===== config.mk =====
export PLATFORM = sky130hd
export DESIGN_NAME = inst_fetch_resp
export DESIGN_NICKNAME = d
export VERILOG_FILES = /design/src/rtl/inst_fetch_resp.sv
export SDC_FILE = /design/constraint.sdc
export NUM_CORES = 1
export LEC_CHECK = 0
export BUFFER_PORTS_ARGS = -buffer_cell sky130_fd_sc_hd__buf_2
export CELL_PAD_IN_SITES_DETAIL_PLACEMENT = 0
export CELL_PAD_IN_SITES_GLOBAL_PLACEMENT = 1
export CORE_UTILIZATION = 45
export CTS_BUF_LIST = sky130_fd_sc_hd__clkbuf_4 sky130_fd_sc_hd__clkbuf_8 sky130_fd_sc_hd__clkbuf_16
export DETAILED_ROUTE_END_ITERATION = 8
export PLACE_DENSITY_LB_ADDON = 0.1
export SETUP_SLACK_MARGIN = 0.2
export SLEW_MARGIN = 20
export SYNTH_ARGS = -nofsm -noshare
export SYNTH_HDL_FRONTEND = slang
export SYNTH_SLANG_ARGS = --single-unit

===== constraint.sdc =====
create_clock -name clk -period 4.1 [get_ports clk]
set_input_delay 0 -clock clk [delete_from_list [all_inputs] [get_ports clk]]
set_output_delay 0 -clock clk [all_outputs]
set_load 0.005 [all_outputs]

===== src/rtl/inst_fetch_resp.sv =====
// Instruction-fetch responder: accepts PC requests, reads a 1-cycle sync memory and
// returns tagged instructions in order through a response FIFO. Define IFR_BYPASS_EN for 1-cycle bypass.
module inst_fetch_resp #(
  parameter int MEM_AW     = 10,
  parameter int FIFO_DEPTH = 3
) (
  input  logic              clk,
  input  logic              rst,
  input  logic              req_valid,
  output logic              req_ready,
  input  logic [31:0]       req_addr,
  input  logic              flush,
  output logic              mem_en,
  output logic [MEM_AW-1:0] mem_addr,
  input  logic [31:0]       mem_rdata,
  output logic              resp_valid,
  input  logic              resp_ready,
  output logic [31:0]       resp_inst,
  output logic [31:0]       resp_addr,
  output logic              resp_err
);

  localparam int PW = (FIFO_DEPTH > 1) ? $clog2(FIFO_DEPTH) : 1;
  localparam int CW = $clog2(FIFO_DEPTH + 1);
  localparam logic [31:0] NOP_INST = 32'h0000_0013;

  function automatic logic [PW-1:0] ptr_inc(input logic [PW-1:0] p);
    if (p == PW'(FIFO_DEPTH - 1)) begin
      ptr_inc = {PW{1'b0}};
    end else begin
      ptr_inc = p + PW'(1);
    end
  endfunction

  logic              alive_r;
  logic              epoch_r;
  logic              inflight_r;
  logic              if_err_r;
  logic              if_epoch_r;
  logic [31:0]       if_addr_r;

  logic [31:0]       fifo_inst_r [FIFO_DEPTH];
  logic [31:0]       fifo_addr_r [FIFO_DEPTH];
  logic              fifo_err_r  [FIFO_DEPTH];
  logic [PW-1:0]     wr_ptr_r;
  logic [PW-1:0]     rd_ptr_r;
  logic [CW-1:0]     count_r;

  logic              fault_s;
  logic              accept_s;
  logic [CW:0]       credit_s;
  logic              arrive_s;
  logic [31:0]       arr_inst_s;
  logic              byp_s;
  logic              head_valid_s;
  logic              push_s;
  logic              pop_s;

  // Request acceptance, address check and memory read issue
  always_comb begin
    fault_s   = (req_addr[1:0] != 2'b00) || (req_addr[31:MEM_AW+2] != {(30-MEM_AW){1'b0}});
    credit_s  = (CW+1)'(count_r) + (CW+1)'(inflight_r);
    req_ready = alive_r && (credit_s < (CW+1)'(FIFO_DEPTH));
    accept_s  = req_valid && req_ready;
    mem_en    = accept_s && !fault_s;
    if (mem_en) begin
      mem_addr = req_addr[MEM_AW+1:2];
    end else begin
      mem_addr = {MEM_AW{1'b0}};
    end
  end

  // Arrival of read data (stale words from before a flush are dropped here)
  always_comb begin
    arrive_s     = inflight_r && !flush && (if_epoch_r == epoch_r);
    arr_inst_s   = if_err_r ? NOP_INST : mem_rdata;
    head_valid_s = (count_r != {CW{1'b0}});
`ifdef IFR_BYPASS_EN
    byp_s        = arrive_s && !head_valid_s;
`else
    byp_s        = 1'b0;
`endif
    pop_s        = head_valid_s && resp_ready;
    push_s       = arrive_s && !(byp_s && resp_ready);
  end

  // Response outputs from FIFO head, or the arriving word when bypassing
  always_comb begin
    resp_valid = 1'b0;
    resp_inst  = 32'h0000_0000;
    resp_addr  = 32'h0000_0000;
    resp_err   = 1'b0;
    if (head_valid_s) begin
      resp_valid = 1'b1;
      resp_inst  = fifo_inst_r[rd_ptr_r];
      resp_addr  = fifo_addr_r[rd_ptr_r];
      resp_err   = fifo_err_r[rd_ptr_r];
    end else if (byp_s) begin
      resp_valid = 1'b1;
      resp_inst  = arr_inst_s;
      resp_addr  = if_addr_r;
      resp_err   = if_err_r;
    end else begin
      resp_valid = 1'b0;
    end
  end

  // Liveness flag holding req_ready low until the first cycle after reset
  always_ff @(posedge clk or negedge rst) begin
    if (!rst) begin
      alive_r <= 1'b0;
    end else begin
      alive_r <= 1'b1;
    end
  end

  // In-flight read tag; requests accepted during flush carry the new epoch
  always_ff @(posedge clk or negedge rst) begin
    if (!rst) begin
      epoch_r    <= 1'b0;
      inflight_r <= 1'b0;
      if_err_r   <= 1'b0;
      if_epoch_r <= 1'b0;
      if_addr_r  <= 32'h0000_0000;
    end else begin
      epoch_r    <= flush ? ~epoch_r : epoch_r;
      inflight_r <= accept_s;
      if (accept_s) begin
        if_err_r   <= fault_s;
        if_epoch_r <= flush ? ~epoch_r : epoch_r;
        if_addr_r  <= req_addr;
      end else begin
        if_err_r   <= if_err_r;
        if_epoch_r <= if_epoch_r;
        if_addr_r  <= if_addr_r;
      end
    end
  end

  // FIFO entry storage
  always_ff @(posedge clk or negedge rst) begin
    if (!rst) begin
      for (int i = 0; i < FIFO_DEPTH; i++) begin
        fifo_inst_r[i] <= 32'h0000_0000;
        fifo_addr_r[i] <= 32'h0000_0000;
        fifo_err_r[i]  <= 1'b0;
      end
    end else if (push_s) begin
      fifo_inst_r[wr_ptr_r] <= arr_inst_s;
      fifo_addr_r[wr_ptr_r] <= if_addr_r;
      fifo_err_r[wr_ptr_r]  <= if_err_r;
    end
  end

  // FIFO pointers and occupancy; the credit check guarantees push never sees a full FIFO
  always_ff @(posedge clk or negedge rst) begin
    if (!rst) begin
      wr_ptr_r <= {PW{1'b0}};
      rd_ptr_r <= {PW{1'b0}};
      count_r  <= {CW{1'b0}};
    end else if (flush) begin
      wr_ptr_r <= {PW{1'b0}};
      rd_ptr_r <= {PW{1'b0}};
      count_r  <= {CW{1'b0}};
    end else begin
      wr_ptr_r <= push_s ? ptr_inc(wr_ptr_r) : wr_ptr_r;
      rd_ptr_r <= pop_s ? ptr_inc(rd_ptr_r) : rd_ptr_r;
      case ({push_s, pop_s})
        2'b10:   count_r <= count_r + CW'(1);
        2'b01:   count_r <= count_r - CW'(1);
        default: count_r <= count_r;
      endcase
    end
  end

endmodule


* Word-level counts from Yosys, hierarchy flattened
Index checks and enable logic that the tools add are counted.
** Cells by class
- Add/sub/neg operators :: 5
- Order comparisons :: 4
- Equal/unequal tests :: 5
- Mux-type cells :: 31
- Bitwise logic cells :: 3
- Reductions and logical operators :: 16
** Operators with widths (count)
- $mux 32 :: 8
- $bwmux 96 :: 2
- $bmux 32 s2 :: 2
- $demux 32 s2 :: 1
- $reduce_bool 20->1 :: 1
- $mux 2 :: 7
- $mux 10 :: 1
- $reduce_bool 2->1 :: 4
- $logic_and 1x1->1 :: 7
- $add 2x1->2 const B :: 3
- $eq 2x2->1 const B :: 3
- $ge 3x3->1 const B :: 2
- $mux 1 :: 6
- $not 2->3 :: 2
- $pmux 2 s2 :: 1
- $add 2x1->3 :: 1
- $bwmux 3 :: 1
- $lt 3x1->1 const B :: 1
- $lt 3x2->1 const B :: 1
- $reduce_bool 3->1 :: 1
- $bmux 1 s2 :: 1
- $demux 1 s2 :: 1
- $eq 2x1->1 const B :: 1
- $logic_not 1->1 :: 2
- other kinds (4) :: 4
** Storage, ports and cells
- Register bits after elaboration :: 238
- Input bits :: 69
- Output and inout port bits :: 78
- Word-level logic and storage cells :: 82

* Depth between registers and ports, before layout
- Word-level depth :: 6
- Mapped depth :: 7
- Mapped depth without buffers :: 6

* Least setup slack after synthesis
OpenSTA, ideal clock, no wires.
- Path kind :: flip-flop to flip-flop
- Start :: register inflight_r
- End :: register if_addr_r[10]
- Arrival :: 1.811 ns
- Data required time :: 3.975 ns
- Slack :: 2.164 ns
- Stages on the path, launching flop included :: 7
- Path through :: dfrtp_1 > ha_1 > ha_1 > nand2_1 > nand4_1 > clkbuf_1 > mux2_2
** Between the ends
- Cells in the longest elaborated chain, start to end :: 4
** RTL lines
- from (decl) :: RTL line 37 : logic inflight_r;
- from (signal assigned) :: RTL line 127 : inflight_r <= accept_s;
- $add 2x1->3 :: RTL line 62 : credit_s = (CW+1)'(count_r) + (CW+1)'(inflight_r);
- $lt 3x2->1 :: RTL line 63 : req_ready = alive_r && (credit_s < (CW+1)'(FIFO_DEPTH));
- $logic_and 1x1->1 :: RTL line 63
- $logic_and 1x1->1 :: RTL line 64 : accept_s = req_valid && req_ready;
- to (signal assigned) :: RTL line 131 : if_addr_r <= req_addr;
- to (signal assigned) :: RTL line 135 : if_addr_r <= if_addr_r;
- to (decl) :: RTL line 40 : logic [31:0] if_addr_r;
No other way between the ends.
A chain may end at the register's enable or synchronous reset.

* Worst setup path after layout
- Start :: register rd_ptr_r[0]
- End :: output resp_addr[16]
** Between the ends
- Cells in the longest elaborated chain, start to end :: 5
** RTL lines
- from (decl) :: RTL line 46 : logic [PW-1:0] rd_ptr_r;
- from (signal assigned) :: RTL line 159 : rd_ptr_r <= {PW{1'b0}};
- from (signal assigned) :: RTL line 163 : rd_ptr_r <= {PW{1'b0}};
- from (signal assigned) :: RTL line 167 : rd_ptr_r <= pop_s ? ptr_inc(rd_ptr_r) : rd_ptr_r;
- $not 2->3 (implied by the code) :: RTL line 96 : resp_addr = fifo_addr_r[rd_ptr_r];
- $bmux 32 s2 :: RTL line 96
- $mux 32 (implied by the code) (2 in a row) :: RTL line 96
- $mux 32 :: RTL line 93 : if (head_valid_s) begin
- to (decl) :: RTL line 19 : output logic [31:0] resp_addr,
No other way between the ends. The select of a mux whose other input is x is not followed.

==> results.json <==
{
  "crit_start": "rd_ptr_r[0]",
  "crit_family": "buffers and inverters",
  "slowest_stage": "buf_4",
  "ys.flop_type": "dfrtp_1",
  "cts_hold_buf": 63,
  "cp_max_fo": 46,
  "cts_tree": "done",
  "layout.nets": 1142,
  "r2r-start": "rd_ptr_r[0]",
  "initial_core_util": 0.461,
  "slew_headroom": 0.411,
  "path_cells": "buf_4 > mux2i_1 > or2_2 > a21oi_1 > buf_2",
  "timing.rr.end": "rd_ptr_r[1]",
  "post_cts_buffers": 0,
  "slowest_delay_ns": 0.79,
  "worst_setup_path_start_kind": "flip-flop",
  "multi_input_area_um2": 4980,
  "grt_max_degree": 106,
  "synth_cell_type_count": 42,
  "root_buffer": "clkbuf_16",
  "hold_end": "fifo_inst_r[89]",
  "hp-class": "in2reg",
  "overflow": 0,
  "synth_edf_count": 0,
  "yosys-top-cells-area": "dfrtp_1 53%, mux2_2 19%, mux2i_1 5.8%, mux2_4 5.2%, or2_2 3.8%",
  "worst-path-buf-inv": 2,
  "num_rows": 57,
  "synthCells": 876,
  "routedWlPerCell_um": 18.0,
  "finalHoldViolations": 2,
  "port_buffers": 146,
  "synth_area_leader_cell": "dfrtp_1",
  "ys_async_sr_fraction": 1.00,
  "p_per_area_nw_per_um2": 490,
  "violations": "negative hold slack",
  "post-route-period-util": 0.712,
  "fmax_mhz": 343,
  "finalSetupViolCount": 0,
  "grt_usage": 0.206,
  "required_ns": 4.10,
  "drive_gt1_frac": 0.477,
  "clock_latency_ns": 0.53,
  "antenna_found_initial": 0,
  "path_class": "reg2out",
  "maxCapViolCount": 0,
  "crit_path_end_kind": "primary output",
  "cts_max_level": 1,
  "grt_pass1_vias": 7708,
  "final_util": 0.570,
  "viasPerCell": 5.16,
  "drt-initial-drc-count": 311,
  "tightest_slew_ns": 0.884,
  "holdCritStartpoint": "mem_rdata[25]",
  "synth-seq-cells": 238,
  "setup_tns_ns": 0,
  "place_congestion": 0.696,
  "cts-resized-gates": 0,
  "totalWireLength_um": 25500,
  "synthToLayoutAreaGrowth_pct": 23.8,
  "finalCriticalPeriod_ns": 2.92,
  "clock_path_buffers": 3,
  "diodes": 0,
  "via_count": 7304,
  "syn_nets": 947,
  "leakagePower_nw": 6.57,
  "clkSinkCount": 238,
  "syn_area_per_cell_um2": 12.8,
  "syn-cell-area_um2": 11200,
  "rrSetupSlack_ns": 1.31,
  "rr_worst_depth": 4,
  "ir_drop_mv": 0.365,
  "hold_ws_ns": -0.00125,
  "yosysSeqAreaShare": 0.530,
  "drv_slew": 0,
  "seq_area_um2": 5960,
  "pin_count": 147,
  "die-height_um": 160,
  "holdPathStages": 3,
  "die_w_um": 160,
  "rsz0062_at_grt": "no",
  "die_area_um2": 25600,
  "synth_top_area_frac": 0.530,
  "dp_hpwl_um": 14700,
  "numCtsBuffers": 27,
  "drc": 0,
  "ant_nets": 0,
  "ys.warnings.count": 0,
  "path_clk_slew_ns": 0.06,
  "grt_pass1_wl_um": 42300,
  "core_area_um2": 24400,
  "fill_cells": 2079,
  "fin_skew_ns": 0.00911,
  "cp.arrival_ns": 2.92,
  "status": "finished, violations left",
  "drt-pass1-iter-count": 4
}
==> cells in the mapped netlist (2+ instances only) <==
cell,number
a21oi_1,68
and3_1,2
and4_1,11
buf_1,4
buf_2,18
buf_4,5
buf_6,6
clkbuf_1,27
dfrtp_1,238
ha_1,2
inv_1,4
mux2_2,189
mux2_4,39
mux2i_1,65
nand2_1,68
nor2b_1,31
nor3_1,2
nor4_1,4
or2_2,69
xor2_1,2
==> power by group <==
group	leakage [nW]	switching, mW	total [mW]	internal, mW
sequential	3.14	0.252	3.01	2.76
combinational	2.94	0.432	1.20	0.769
clock	0.494	0.967	2.60	1.63
total	6.57	1.65	6.82	5.16
==> worst max path at each step <==
stage | slack (ns) | cells after the start | to
3_3_place_gp | 1.58 | 4 | fifo_inst_r[67]
5_1_grt | 1.01 | 5 | resp_addr[0]
3_5_place_dp | 1.54 | 4 | fifo_inst_r[85]
2_1_floorplan | 2.16 | 6 | if_addr_r[10]
6_report | 1.18 | 5 | resp_addr[16]
4_1_cts | 1.12 | 5 | resp_addr[16]
==> stage by stage <==
stage | cell area, um^2 | cells | setup slack (ns) | power, mW | hold WS (ns)
6_report | 13900 | 1416 | 1.18 | 6.82 | -0.00125
5_1_grt | 13900 | 1416 | 1.01 | 7.16 | 0.0312
4_1_cts | 13900 | 1416 | 1.12 | 6.90 | 0.000386
3_5_place_dp | 12300 | 1303 | 1.54 | 4.21 | 0.115
3_3_place_gp | 12300 | 1303 | 1.58 | 4.18 | 0.113
2_1_floorplan | 11200 | 876 | 2.16 | 3.90 | -0.296
==> routing by layer <==
layer  vias to the layer above  global-route usage  wire [um]  share of wire
li1                       3449                   -          -              -
met1                      3707               0.288      12100           0.48
met2                       122               0.343      12200           0.48
met3                        26              0.0275        716          0.028
met4                         0              0.0398        370          0.015
met5                         -                   0          0              0
==> registers in the layout (all words and copies together), names as in the netlist, 2 cells and up <==
name         cells
wr_ptr_r         2
fifo_addr_r     96
count_r          2
fifo_err_r       3
rd_ptr_r         2
fifo_inst_r     96
if_addr_r       32
==> tightest hold or removal path, delay by kind of cell <==
family	cells	cell delay [ns]
mux	1	0.19
simple gates	1	0.23
buf+inv	1	0.07
==> cell families after synthesis <==
family | share of synthesized area
flip-flops | 0.530
buffers and inverters | 0.0291
AND/OR/NAND/NOR | 0.0997
other | 0.000334
multiplexers | 0.299
adder cells (fa/ha/maj) | 0.00223
XOR/XNOR | 0.00156
AO/OA/AOI/OAI | 0.0375
==> cell usage in the layout, fill, tap and decap left out, types with 5 or more instances in the layout <==
cell           netlist  layout
buf_4                5      12
dlygate4sd3_1        0      63
nand2_1             68      68
mux2_2             189     189
or2_2               69      69
mux2_4              39      39
clkbuf_16            0      27
buf_2               18     145
a21oi_1             68      68
dfrtp_1            238     236
and4_1              11      11
clkbuf_8             0       8
buf_12               0       5
mux2i_1             65      65
nor2b_1             31      30
==> cell type report <==
type,instances,area share
multi-input cells,574,0.358
inverters,4,0.00108
flip-flops and latches,238,0.429
repair buffers,226,0.112
clock inverters,11,0.0120
well taps,324,0.0291
clock buffers,39,0.0587
Note: power is estimated with default switching activity, not from simulation.
